**config.mk**
```make
export PLATFORM = sky130hd
export DESIGN_NAME = servo_ramp_ctrl
export DESIGN_NICKNAME = d
export VERILOG_FILES = /design/src/rtl/servo_pkg.sv /design/src/rtl/servo_frame_timer.sv /design/src/rtl/servo_ramp_ctrl.sv
export SDC_FILE = /design/constraint.sdc
export NUM_CORES = 1
export LEC_CHECK = 0
export CAP_MARGIN = 20
export CORE_ASPECT_RATIO = 0.5
export CORE_MARGIN = 2
export CORE_UTILIZATION = 61
export CTS_CLUSTER_DIAMETER = 200
export DETAILED_ROUTE_END_ITERATION = 8
export PLACE_DENSITY = 0.9
export RECOVER_POWER = 100
export SYNTH_ARGS = -nofsm -noshare
export SYNTH_HDL_FRONTEND = slang
export SYNTH_SLANG_ARGS = --single-unit
```
**constraint.sdc**
```tcl
create_clock -name clock_clk -period 8.4 [get_ports clock_clk]
set_input_delay 1.68 -clock clock_clk [delete_from_list [all_inputs] [get_ports clock_clk]]
set_output_delay 1.68 -clock clock_clk [all_outputs]
set_load 0.05 [all_outputs]
```
**src/rtl/servo_pkg.sv**
```systemverilog
// Shared constants and arithmetic helpers for the slew-limited servo controller.
// Helpers work on 32-bit values so any instance width up to 31 bits fits without wrap.
package servo_pkg;

  localparam int FRAME_CYCLES = 1_000_000;
  localparam int MIN_WIDTH    = 50_000;
  localparam int MAX_WIDTH    = 100_000;
  localparam int STEP         = 500;
  localparam int W            = 20;
  localparam int CENTER       = (MIN_WIDTH + MAX_WIDTH) / 2;

  typedef enum logic [1:0] {
    SERVO_OFF,
    SERVO_HOLD,
    SERVO_RAMP
  } servo_state_e;

  function automatic servo_state_e servo_state(input logic en_q, input logic busy);
    if (!en_q)
      return SERVO_OFF;
    else if (busy)
      return SERVO_RAMP;
    else
      return SERVO_HOLD;
  endfunction

  function automatic logic [31:0] clamp_width(input logic [31:0] value,
                                              input logic [31:0] lo,
                                              input logic [31:0] hi);
    if (value < lo)
      return lo;
    else if (value > hi)
      return hi;
    else
      return value;
  endfunction

  // One extra bit on every sum so neither direction can wrap past the target.
  function automatic logic [31:0] step_toward(input logic [31:0] cur,
                                              input logic [31:0] tgt,
                                              input logic [31:0] step);
    logic [32:0] up_sum;
    logic [32:0] down_floor;
    up_sum     = {1'b0, cur} + {1'b0, step};
    down_floor = {1'b0, tgt} + {1'b0, step};
    if (cur < tgt)
      return (up_sum >= {1'b0, tgt}) ? tgt : up_sum[31:0];
    else if (cur > tgt)
      return ({1'b0, cur} >= down_floor) ? (cur - step) : tgt;
    else
      return cur;
  endfunction

endpackage

```
**src/rtl/servo_frame_timer.sv**
```systemverilog
// PWM frame counter: counts 0..FRAME_CYCLES-1 and flags the last cycle of each frame.
module servo_frame_timer
  import servo_pkg::*;
#(
  parameter int FRAME_CYCLES = servo_pkg::FRAME_CYCLES,
  parameter int W            = servo_pkg::W
) (
  input  logic         clock_clk,
  input  logic         reset,
  output logic [W-1:0] frame_cnt,
  output logic         frame_wrap
);

  localparam logic [W-1:0] LAST_CNT = W'(FRAME_CYCLES - 1);

  assign frame_wrap = (frame_cnt == LAST_CNT);

  always_ff @(posedge clock_clk or posedge reset) begin
    if (reset)
      frame_cnt <= '0;
    else if (frame_wrap)
      frame_cnt <= '0;
    else
      frame_cnt <= frame_cnt + 1'b1;
  end

endmodule

```
**src/rtl/servo_ramp_ctrl.sv**
```systemverilog
// Slew-limited servo controller: clamps commanded widths, ramps the live width once per
// frame and drives a frame-aligned PWM pulse so width changes never cut a pulse short.
module servo_ramp_ctrl
  import servo_pkg::*;
#(
  parameter int FRAME_CYCLES = servo_pkg::FRAME_CYCLES,
  parameter int MIN_WIDTH    = servo_pkg::MIN_WIDTH,
  parameter int MAX_WIDTH    = servo_pkg::MAX_WIDTH,
  parameter int STEP         = servo_pkg::STEP,
  parameter int W            = servo_pkg::W
) (
  input  logic         clock_clk,
  input  logic         reset,
  input  logic         cmd_valid,
  output logic         cmd_ready,
  input  logic [W-1:0] cmd_width,
  input  logic         enable,
  output logic         pwm_out,
  output logic [W-1:0] cur_width,
  output logic         busy,
  output logic         err_range
);

  localparam logic [W-1:0] RESET_WIDTH = W'((MIN_WIDTH + MAX_WIDTH) / 2);

  logic [W-1:0] frame_cnt;
  logic         frame_wrap;
  logic [W-1:0] target;
  logic         en_q;

  logic         accept;
  logic [W-1:0] clamped;
  logic [W-1:0] tgt_eff;
  logic [W-1:0] width_next;
  logic [W-1:0] cnt_next;
  logic         en_next;
  logic         pwm_next;

  servo_frame_timer #(
    .FRAME_CYCLES (FRAME_CYCLES),
    .W            (W)
  ) u_frame_timer (
    .clock_clk  (clock_clk),
    .reset      (reset),
    .frame_cnt  (frame_cnt),
    .frame_wrap (frame_wrap)
  );

  // The PWM register is loaded from next-cycle counter/width/enable values so that
  // pwm_out lines up exactly with frame_cnt instead of lagging by a cycle.
  always_comb begin
    accept     = cmd_valid && cmd_ready;
    clamped    = W'(clamp_width(32'(cmd_width), 32'(MIN_WIDTH), 32'(MAX_WIDTH)));
    tgt_eff    = accept ? clamped : target;
    width_next = cur_width;
    en_next    = en_q;
    cnt_next   = frame_cnt + 1'b1;
    if (frame_wrap) begin
      width_next = W'(step_toward(32'(cur_width), 32'(tgt_eff), 32'(STEP)));
      en_next    = enable;
      cnt_next   = '0;
    end
    pwm_next = en_next && (cnt_next < width_next);
  end

  always_ff @(posedge clock_clk or posedge reset) begin
    if (reset) begin
      target    <= RESET_WIDTH;
      cur_width <= RESET_WIDTH;
      en_q      <= 1'b0;
      pwm_out   <= 1'b0;
      cmd_ready <= 1'b0;
      err_range <= 1'b0;
    end else begin
      cmd_ready <= 1'b1;
      err_range <= accept && (clamped != cmd_width);
      if (accept)
        target <= clamped;
      cur_width <= width_next;
      en_q      <= en_next;
      pwm_out   <= pwm_next;
    end
  end

  assign busy = (cur_width != target);

endmodule

```
==> impl_metrics.csv <==
group,metric,value,unit
hold_path,hold_depth,2,
synth,synth.most_common_cell,"ha_1",
synth,synth.top_cells.by_area,"dfrtp_1, ha_1, xnor2_1",
global_routing,met3_usage,8.810,%
setup_path,r2r-end,"pwm_out",
synth,synth-xor-area-share,10.08,%
synth,yosys.area.top_type,"dfrtp_1",
setup_path,worstPathMaxFanout,10,
synth,synthAdderAreaFrac,14.18,%
setup_path,critPathKind,"in -> reg",
power_and_ir_drop,power.static_leakage,3.291,nW
setup_path,arrival,8.38,ns
power_and_ir_drop,vdd_drop_max,0.08790,mV
setup_path,rr_worst_depth,26,
placement,io_buffers,47,
power_and_ir_drop,power_density,116.3,nW/um2
status,violations,"capacitance limit, slew limit",
synth,synth_edf_count,0,
synth,syn_nets,881,
synth,yosysSeqAreaShare,24.89,%
timing,hold_viol,0,
synth,ys_types,78,
cts,clk_path_buf_depth,2,
global_routing,grt_start_max_net_pins,65,
synth,async_flop_share,100.0,%
setup_path,endpoint,"pwm_out",
die,die_area,11570,um2
synth,syn_inst,784,
timing,tightest_slew,3.526,ns
setup_path,cp-startpoint,"cmd_width[15]",
die,core-area,10310,um2
placement,place_inst,966,
routing,wire_per_inst,20.87,um
final_layout,final_cells,984,
die,die_height,77.07,um
timing,fin_crit,8.165,ns
synth,ys_ff_latch,64,
global_routing,antenna_found_initial,0,
timing,maxSlewViolCount,65,
global_routing,grt_usage,35.63,%
placement,hpwl,15.22,mm
cts,cts-hold-fix-buffers,0,
timing,maxSlewHeadroom,-135.1,%
die,start_util,63.16,%
setup_path,reg2reg_slack,1.57,ns
timing,fin_crit_sh,97.20,%
synth,synthMuxAreaShare,1.786,%
synth,yosys.area.top_type_share,18.44,%
routing,vias,6669,
final_layout,syn2layout_area_growth,17.02,%
global_routing,grt_busiest_layer,"met2",
global_routing,grt_use_met2,54.20,%
global_routing,grt-ovfl-total,0,
routing,first_iter_violations,751,
routing,drt.antenna.violating_nets,0,
global_routing,grt_pass1_vias,6286,
cts,htree_levels,3,
final_layout,fin_util,73.91,%
cts,cts_made_buffers,9,
synth,syn_area_per_cell,8.308,um2
synth,synth-main-ff-cell,"dfrtp_1",
final_layout,nets,936,
cts,cts_tree,"built",
hold_path,min_path_type,"reg -> reg",
synth,synthSimpleGateAreaFrac,22.47,%
timing,setup_viol,0,
cts,clkSinkCount,64,
routing,drc,0,
routing,drt_first_pass_iters,6,
synth,yosys-top-cells-count,"ha_1, nor2_1, nand2_1",
synth,synth_top_family_by_area,"simple AND/OR/NAND/NOR gates",
die,row_count,26,
setup_path,critPathCaptureType,"flip-flop",
global_routing,use_met1,49.42,%
final_layout,drive_gt1_share,11.02,%
global_routing,grt_pass1_wl,32.20,mm
synth,yosysWarnings,0,
cts,clkTransAtPathRegs,0.06,ns
final_layout,antenna_cells,0,
setup_path,critPathLaunchType,"input port",
die,io_pins,48,
timing,max_freq,122.5,MHz
cts,cts-root-buf,"clkbuf_16",
synth,netlist_area,6514,um2
timing,clock_skew,0.009132,ns
placement,gp_congestion,0.9859,
status,outcome,"finished, violations left",
die,die_w,150.1,um
cts,clock_latency,0.34,ns
setup_path,r2r-start,"cur_width[2]",
run,cap_violations,1,
routing,viasPerCell,6.777,
synth,synth_compound_gate_area_share,22.34,%
setup_path,cp.required,8.61,ns
routing,totalWireLength,20.54,mm
power_and_ir_drop,total_power,0.8864,mW
[worst min path at each step]
stage                     from    to  slack, ns
after global placement    en_q  en_q       0.46
after global routing      en_q  en_q       0.51
after CTS                 en_q  en_q       0.49
after floorplan           en_q  en_q       0.43
after detailed placement  en_q  en_q       0.46
final                     en_q  en_q       0.50
[cell usage in the layout, fill, tap and decap left out, types with 6 or more instances in the layout]
cell,count
nor2b_1,10
o21a_1,10
a22o_1,10
buf_4,21
inv_1,27
or3_1,9
xnor2_1,50
nor2_1,62
clkbuf_16,9
o22ai_1,8
a21oi_1,47
dfstp_2,16
and3_1,13
nor4_1,12
nor3_1,15
and4_1,6
dlygate4sd3_1,25
dfrtp_1,48
o211ai_1,12
clkbuf_1,10
nand2b_1,14
xor2_1,25
a31oi_1,7
nand4_1,20
and2_1,6
nand2_1,60
clkdlybuf4s50_1,21
ha_1,73
nand3_1,27
o21ai_0,41
a21o_1,21
[sequential cells by signal, indices dropped and copies added, names as in the netlist]
register,cells
err_range,1
cmd_ready,1
en_q,1
pwm_out,1
target,20
cur_width,20
u_frame_timer.frame_cnt,20
[cell families (layout without fill, tap and decap cells)]
kind of cell,after synthesis,after routing
other cells,1,1
fa+ha+maj,74,74
flops,64,64
compound gates,214,214
mux,10,10
simple gates,281,282
buf+inv,65,124
xor+xnor,75,75
[critical path, cell delays in order]
cell	delay [ns]
clkdlybuf4s50_1	0.54
nand4_1	0.14
or4_1	0.44
nor3_2	0.18
or2_2	0.17
a32o_2	0.25
inv_2	0.09
or4_4	0.47
or3_1	0.39
nor2_2	0.15
nand2_1	0.10
xnor2_1	0.13
ha_1	0.29
nand4_1	0.11
a211o_1	0.33
a32oi_4	0.33
and2_2	0.37
o21ai_0	0.15
a31oi_1	0.24
o22ai_1	0.13
ha_1	0.33
nand4_1	0.11
or4b_2	0.65
a311oi_2	0.31
a221oi_1	0.14
nand2_1	0.10
a21oi_1	0.04
[stage by stage]
| step | setup WS [ns] | hold slack [ns] | setup TNS [ns] | instance area [um2] |
|---|---|---|---|---|
| 2_1_floorplan | 0.8736 | 0.4343 | 0 | 6514 |
| 3_3_place_gp | 0.2357 | 0.4596 | 0 | 7263 |
| 5_1_grt | -0.03140 | 0.5057 | -0.03140 | 7622 |
| 4_1_cts | 0.1954 | 0.4854 | 0 | 7586 |
| 6_report | 0.2355 | 0.4983 | 0 | 7622 |
| 3_5_place_dp | 0.009200 | 0.4636 | 0 | 7263 |
[repair_timing]
item                                    CTS  global route
resized for setup                         0            14
hold endpoints to repair                  0             0
setup buffers                             0             1
endpoints found under the setup margin    0             1
[area by class of cell]
class | count | area (um2)
inverters | 29 | 108.9
fillers | 738 | 2690
clock buffers | 11 | 242.7
flip-flops and latches | 64 | 1622
repair buffers | 79 | 695.7
multi-input cells | 656 | 4698
well taps | 140 | 175.2
clock inverters | 5 | 80.08
[per-layer routing]
| metal | part of all wire (%) | vias to the layer above |
|---|---|---|
| met3 | 13 | 74 |
| met2 | 42 | 489 |
| met1 | 41 | 3090 |
| met4 | 3.4 | 0 |
| met5 | 0 | - |
| li1 | - | 3016 |
[where the power goes]
part	internal (mW)	total (mW)	switching, mW
Sequential	0.318	0.323	0.00548
Combinational	0.0614	0.152	0.0903
Clock	0.267	0.411	0.144
Total	0.647	0.886	0.240
(Power assumes the default switching activity.)
